**src/rtl/acc_stream_64.sv**
```systemverilog
// Streaming 64-bit frame accumulator: sums beats of a frame and presents the
// sum, a sticky carry-out flag and a saturating beat count.

module cla_64 (
   input  logic [63:0] a,
   input  logic [63:0] b,
   input  logic        cin,
   output logic [63:0] sum,
   output logic        cout
);

   function automatic logic [3:0] carries4(input logic [3:0] g, input logic [3:0] p,
                                           input logic c0);
      logic [3:0] c;
      c[0] = c0;
      c[1] = g[0] | (p[0] & c0);
      c[2] = g[1] | (p[1] & g[0]) | (p[1] & p[0] & c0);
      c[3] = g[2] | (p[2] & g[1]) | (p[2] & p[1] & g[0]) | (&p[2:0] & c0);
      return c;
   endfunction

   function automatic logic gen4(input logic [3:0] g, input logic [3:0] p);
      return g[3] | (p[3] & g[2]) | (p[3] & p[2] & g[1]) | (p[3] & p[2] & p[1] & g[0]);
   endfunction

   logic [63:0] g_bit, p_bit, c_bit;
   logic [15:0] g_grp, p_grp, c_grp;
   logic [3:0]  g_sup, p_sup, c_sup;

   // Three lookahead levels: bits -> 4-bit groups -> 16-bit supergroups -> word.
   always_comb begin
      // NOTE: every combinational output gets a default first so no latch is inferred.
      g_grp = '0;
      p_grp = '0;
      c_grp = '0;
      g_sup = '0;
      p_sup = '0;
      c_bit = '0;
      g_bit = a & b;
      p_bit = a ^ b;
      for (int j = 0; j < 16; j++) begin
         g_grp[j] = gen4(g_bit[4*j +: 4], p_bit[4*j +: 4]);
         p_grp[j] = &p_bit[4*j +: 4];
      end
      for (int k = 0; k < 4; k++) begin
         g_sup[k] = gen4(g_grp[4*k +: 4], p_grp[4*k +: 4]);
         p_sup[k] = &p_grp[4*k +: 4];
      end
      c_sup = carries4(g_sup, p_sup, cin);
      cout  = gen4(g_sup, p_sup) | (&p_sup & cin);
      for (int k = 0; k < 4; k++)
         c_grp[4*k +: 4] = carries4(g_grp[4*k +: 4], p_grp[4*k +: 4], c_sup[k]);
      for (int j = 0; j < 16; j++)
         c_bit[4*j +: 4] = carries4(g_bit[4*j +: 4], p_bit[4*j +: 4], c_grp[j]);
      sum = p_bit ^ c_bit;
   end

endmodule

module acc_stream_64 #(
   parameter int CNT_W = 16
) (
   input  logic             clk,
   input  logic             rst_n,
   input  logic             in_valid,
   output logic             in_ready,
   input  logic [63:0]      in_data,
   input  logic             in_last,
   output logic             out_valid,
   input  logic             out_ready,
   output logic [63:0]      out_sum,
   output logic             out_ovf,
   output logic [CNT_W-1:0] out_count
);

   localparam logic [1:0] IDLE = 2'd0;
   localparam logic [1:0] ACC  = 2'd1;
   localparam logic [1:0] HOLD = 2'd2;

   logic [1:0]       state_q, state_d;
   logic [63:0]      acc_q, acc_d;
   logic             ovf_q, ovf_d;
   logic [CNT_W-1:0] count_q, count_d;
   logic [63:0]      cla_sum;
   logic             cla_cout;
   logic             beat;

   cla_64 u_cla (
      .a    (acc_q),
      .b    (in_data),
      .cin  (1'b0),
      .sum  (cla_sum),
      .cout (cla_cout)
   );

   // Handshakes are gated by rst_n so nothing transfers in a reset cycle.
   assign in_ready  = rst_n && (state_q != HOLD);
   assign out_valid = rst_n && (state_q == HOLD);
   assign beat      = in_valid && in_ready;

   assign out_sum   = acc_q;
   assign out_ovf   = ovf_q;
   assign out_count = count_q;

   always_comb begin
      state_d = state_q;
      acc_d   = acc_q;
      ovf_d   = ovf_q;
      count_d = count_q;
      case (state_q)
         IDLE: if (beat) begin
            acc_d   = in_data;
            ovf_d   = 1'b0;
            count_d = CNT_W'(1);
            state_d = in_last ? HOLD : ACC;
         end
         ACC: if (beat) begin
            acc_d   = cla_sum;
            ovf_d   = ovf_q | cla_cout;
            if (count_q != '1)
               count_d = count_q + CNT_W'(1);
            state_d = in_last ? HOLD : ACC;
         end
         HOLD: if (out_ready) state_d = IDLE;
         default: state_d = IDLE;
      endcase
   end

   always_ff @(posedge clk) begin
      // NOTE: sequential state uses non-blocking assignments only.
      if (!rst_n) begin
         state_q <= IDLE;
         acc_q   <= '0;
         ovf_q   <= 1'b0;
         count_q <= '0;
      end else begin
         state_q <= state_d;
         acc_q   <= acc_d;
         ovf_q   <= ovf_d;
         count_q <= count_d;
      end
   end

endmodule

```
**config.mk**
```make
export PLATFORM = sky130hd
export DESIGN_NAME = acc_stream_64
export DESIGN_NICKNAME = d
export VERILOG_FILES = /design/src/rtl/acc_stream_64.sv
export SDC_FILE = /design/constraint.sdc
export NUM_CORES = 1
export LEC_CHECK = 0
export ABC_AREA = 1
export BUFFER_PORTS_ARGS = -buffer_cell sky130_fd_sc_hd__buf_2
export CORE_MARGIN = 2
export CORE_UTILIZATION = 45
export CTS_BUF_LIST = sky130_fd_sc_hd__clkbuf_4 sky130_fd_sc_hd__clkbuf_8
export CTS_CLUSTER_SIZE = 40
export DETAILED_ROUTE_END_ITERATION = 6
export HOLD_SLACK_MARGIN = 0.1
export PLACE_DENSITY_LB_ADDON = 0.3
export SLEW_MARGIN = 5
export SYNTH_ARGS = -nofsm -noshare
export SYNTH_HDL_FRONTEND = slang
export SYNTH_HIERARCHICAL = 1
export SYNTH_SLANG_ARGS = --single-unit
export TNS_END_PERCENT = 100
```
**constraint.sdc**
```tcl
create_clock -name clk -period 7.9 [get_ports clk]
set_clock_uncertainty 0.15 [all_clocks]
set_input_delay 0.79 -clock clk [delete_from_list [all_inputs] [get_ports clk]]
set_output_delay 0.79 -clock clk [all_outputs]
set_load 0.05 [all_outputs]
```
==> summary.txt <==
STA
  – RSZ-0062 raised after global routing: no
  – Final TNS setup: 0 ps
  – Final Hold Viols: 0
  – Fin worst setup slack: 4390 ps
  – Count of final max-slew check failures: 0
  – Final period util: 0.444
  – Period minus WS final: about 3500 ps
  – Max-slew headroom: 0.346
  – Max Clock Freq: 0.285 GHz
  – Setup violations, final: 0
  – Least-Margin Pin Slew: 982 ps

Routing
  – Detailed-route wire length per cell: roughly 12 um
  – # DRC: 0
  – DRT iter0 DRCs: 359
  – Metal3 WL: 870 um
  – Initial DRT Pass Iterations: 5
  – Via Count: ~7000
  – Post-route ant nets: 0
  – WL met2: about 8400 um
  – Max layer used: met4
  – Drt total wl: 17500 um
  – Via/cell ratio: about 5
  – Wl on met1: 8100 um

Logic synthesis
  – Synth area leader: dfxtp_1
  – Cells after Synth: 1067
  – EDFF count, synth: 0
  – Ys Warns: 6
  – Sequential share of the synthesized area: 0.234
  – Ys flop type: dfxtp_1
  – Asr flop ratio synth: 0
  – Share of the synthesized area in the top cell type: 0.234
  – Mean Syn Cell Area: 6.66 um^2
  – Commonest cells post-synth: 333 x nand2_1, 107 x inv_1, 83 x dfxtp_1, 71 x nor2_1, 67 x a31oi_1
  – Synth area leaders: dfxtp_1 23%, nand2_1 18%, ha_1 11%, a31oi_1 5.9%, inv_1 5.7%
  – Synth Register Bits: 83
  – Most frequent cell after synthesis: nand2_1
  – Syn Std Cell Area: 7110 um^2
  – Yosys cell types: 44

Finish
  – Area taken by multi-input logic gates: between 4000 and 5000 um^2
  – Register area: 1660 um^2
  – Nets: roughly 1300
  – # diodes: 0
  – Share of layout cells above drive strength 1: 0.179
  – Area Growth Syn to Fin: 15.0%
  – # fillers: 1582
  – Fin util: 0.534

Pwr
  – Sw Ratio: 0.390
  – Clock Power Share: 0.272
  – Comb power frac: 0.363
  – Power Dens Cells: 159 nW/um^2
  – Worst vdd ir: 0.125 mV
  – Cell-internal power: between 700 and 800 uW
  – Total leakage power: between 4 and 5 nW
  – Seq pwr share: 0.365
  – Switching pwr: 509 uW

Global routing
  – Number of global-route vias before repair: around 6500
  – Gr ovfl total: 0
  – Tot GR Track Use: 0.211
  – First-pass GRT wire length: 29300 um
  – Pin count of the biggest net entering global routing: around 110
  – Initial antenna violation count: 0

Floorplanning
  – Die area: between 15000 and 20000 um^2
  – Die X: 130 um
  – I/O pin total: 152
  – Core area: 15300 um^2
  – Starting Density: 0.464
  – Chip height: 130 um
  – Site Rows: 45

Critical path
  – Worst r2r dst: out_sum[12]
  – CP Launch Type: primary input
  – Worst Path Required: 8050 ps
  – Critical path class: in -> reg
  – CP Max Fanout: around 110
  – Critical Path End Type: flip-flop
  – Worst Reg-to-Reg Cells: 7
  – Critical Path AT: around 3700 ps
  – Reg2reg setup slack: roughly 5000 ps
  – Critical R2R Launch: state_q[0]

Placement
  – Gpl congestion: 0.853
  – Post-Place Worst Slack: 4040 ps
  – Count of input and output buffers: 151
  – Dpl hpwl: 12900 um

Min path
  – Worst Hold Launch: out_ovf
  – Hold Crit Depth: 2
  – Min-Delay Path Class: reg -> reg
  – Hold EP: out_ovf

Clocking
  – Clock Latency Late Sink: 370 ps
  – Max clock buf depth: 2
  – Root buf cell: clkbuf_8
  – Number of H-tree levels: 3
  – Cts bufs inserted: 9
  – Clock transition at path regs: 90 ps
  – CTS tree: built
  – Hold Buf Count CTS: 0
  – Post-cts sizing count: 0
  – Postcts setup bufs: 0
  – CTS Sinks: 83

Outcome
  – Outcome: finished, final reports clean

Job
  – Max-cap viol count: 0
==> routing by layer <==
layer | GRT usage | vias up
met5 | 0 | -
met1 | 0.266 | 3221
li1 | - | 3749
met4 | 0.0468 | 0
met3 | 0.0475 | 15
met2 | 0.369 | 160
==> final cells by class <==
type | count | share of cell area
well taps | 211 | 0.0323
inverters | 114 | 0.0525
multi-input cells | 832 | 0.588
clock inverters | 5 | 0.00919
clock buffers | 11 | 0.0185
flip-flops and latches | 83 | 0.203
repair buffers | 155 | 0.0962
==> worst max path at each step <==
stage	startpoint	end	slack, ps	depth (start not counted)
after detailed placement	rst_n	out_sum[12]	4040	7
after global routing	rst_n	out_sum[39]	4100	7
final	rst_n	out_sum[12]	4390	7
after CTS	rst_n	out_sum[12]	4450	7
after floorplan	in_data[23]	out_sum[53]	4960	15
after global placement	rst_n	out_sum[38]	4160	7
==> worst max-delay path, cell delays in order <==
cell,delay (ps)
buf_2,70
buf_4,610
nand3_2,240
nor2_4,600
buf_4,840
o21ai_0,220
a31oi_1,210
==> registers in the layout (all words and copies together) (netlist names) <==
signal     count
out_count     16
state_q        2
out_ovf        1
out_sum       64
==> metrics by stage <==
step / instances / cell area, um^2 / hold WS, ps / total power [mW]
floorplan: 1069 / 7110 / 391 / 0.852
global placement: 1395 / 7950 / 346 / 0.950
detailed placement: 1395 / 7950 / 346 / 0.958
CTS: 1411 / 8170 / 361 / 1.32
global route: 1411 / 8170 / 404 / 1.39
finish: 1411 / 8170 / 365 / 1.30
==> power groups by stage <==
stage | registers (mW) | clock network [mW] | logic [mW]
2_1_floorplan | 0.577 | 0 | 0.275
3_3_place_gp | 0.486 | 0 | 0.464
3_5_place_dp | 0.486 | 0 | 0.472
4_1_cts | 0.476 | 0.365 | 0.474
5_1_grt | 0.481 | 0.382 | 0.529
6_report | 0.476 | 0.354 | 0.473
==> cells by family after synthesis <==
kind of cell               Yosys count  synth area share
other                                1          0.000528
buffers and inverters              154            0.0919
DFF                                 83             0.234
AOI/OAI and AO/OA                  202             0.163
xor gates and xnor gates            34            0.0419
and+or+nand+nor                    512             0.309
adders and majority gates           81             0.160
==> cells in the final DEF (no fill, tap or decap), types with 2 or more instances in the layout <==
| cell type | Yosys | routed |
|---|---|---|
| bufinv_16 | 0 | 2 |
| buf_2 | 14 | 151 |
| nand3_2 | 2 | 2 |
| clkbuf_8 | 0 | 11 |
| fa_1 | 16 | 16 |
| inv_1 | 107 | 107 |
| xor2_1 | 26 | 26 |
| xnor2_1 | 8 | 8 |
| nand2_4 | 6 | 6 |
| o21bai_1 | 8 | 8 |
| a21oi_1 | 47 | 47 |
| clkinv_2 | 1 | 4 |
| buf_4 | 11 | 4 |
| inv_2 | 6 | 6 |
| dfxtp_1 | 83 | 83 |
| nor2_4 | 3 | 4 |
| nor3_1 | 4 | 4 |
| nand3_1 | 61 | 61 |
| a31oi_1 | 67 | 67 |
| nand3b_1 | 2 | 2 |
| nor2_2 | 6 | 5 |
| conb_1 | 1 | 3 |
| ha_1 | 65 | 65 |
| nand4_1 | 4 | 4 |
| o21ai_1 | 12 | 12 |
| nand2_1 | 333 | 333 |
| nand2_2 | 14 | 14 |
| o21ai_0 | 56 | 56 |
| a21o_1 | 4 | 4 |
| nor2_1 | 71 | 71 |
Note: power is estimated with default switching activity, not from simulation.
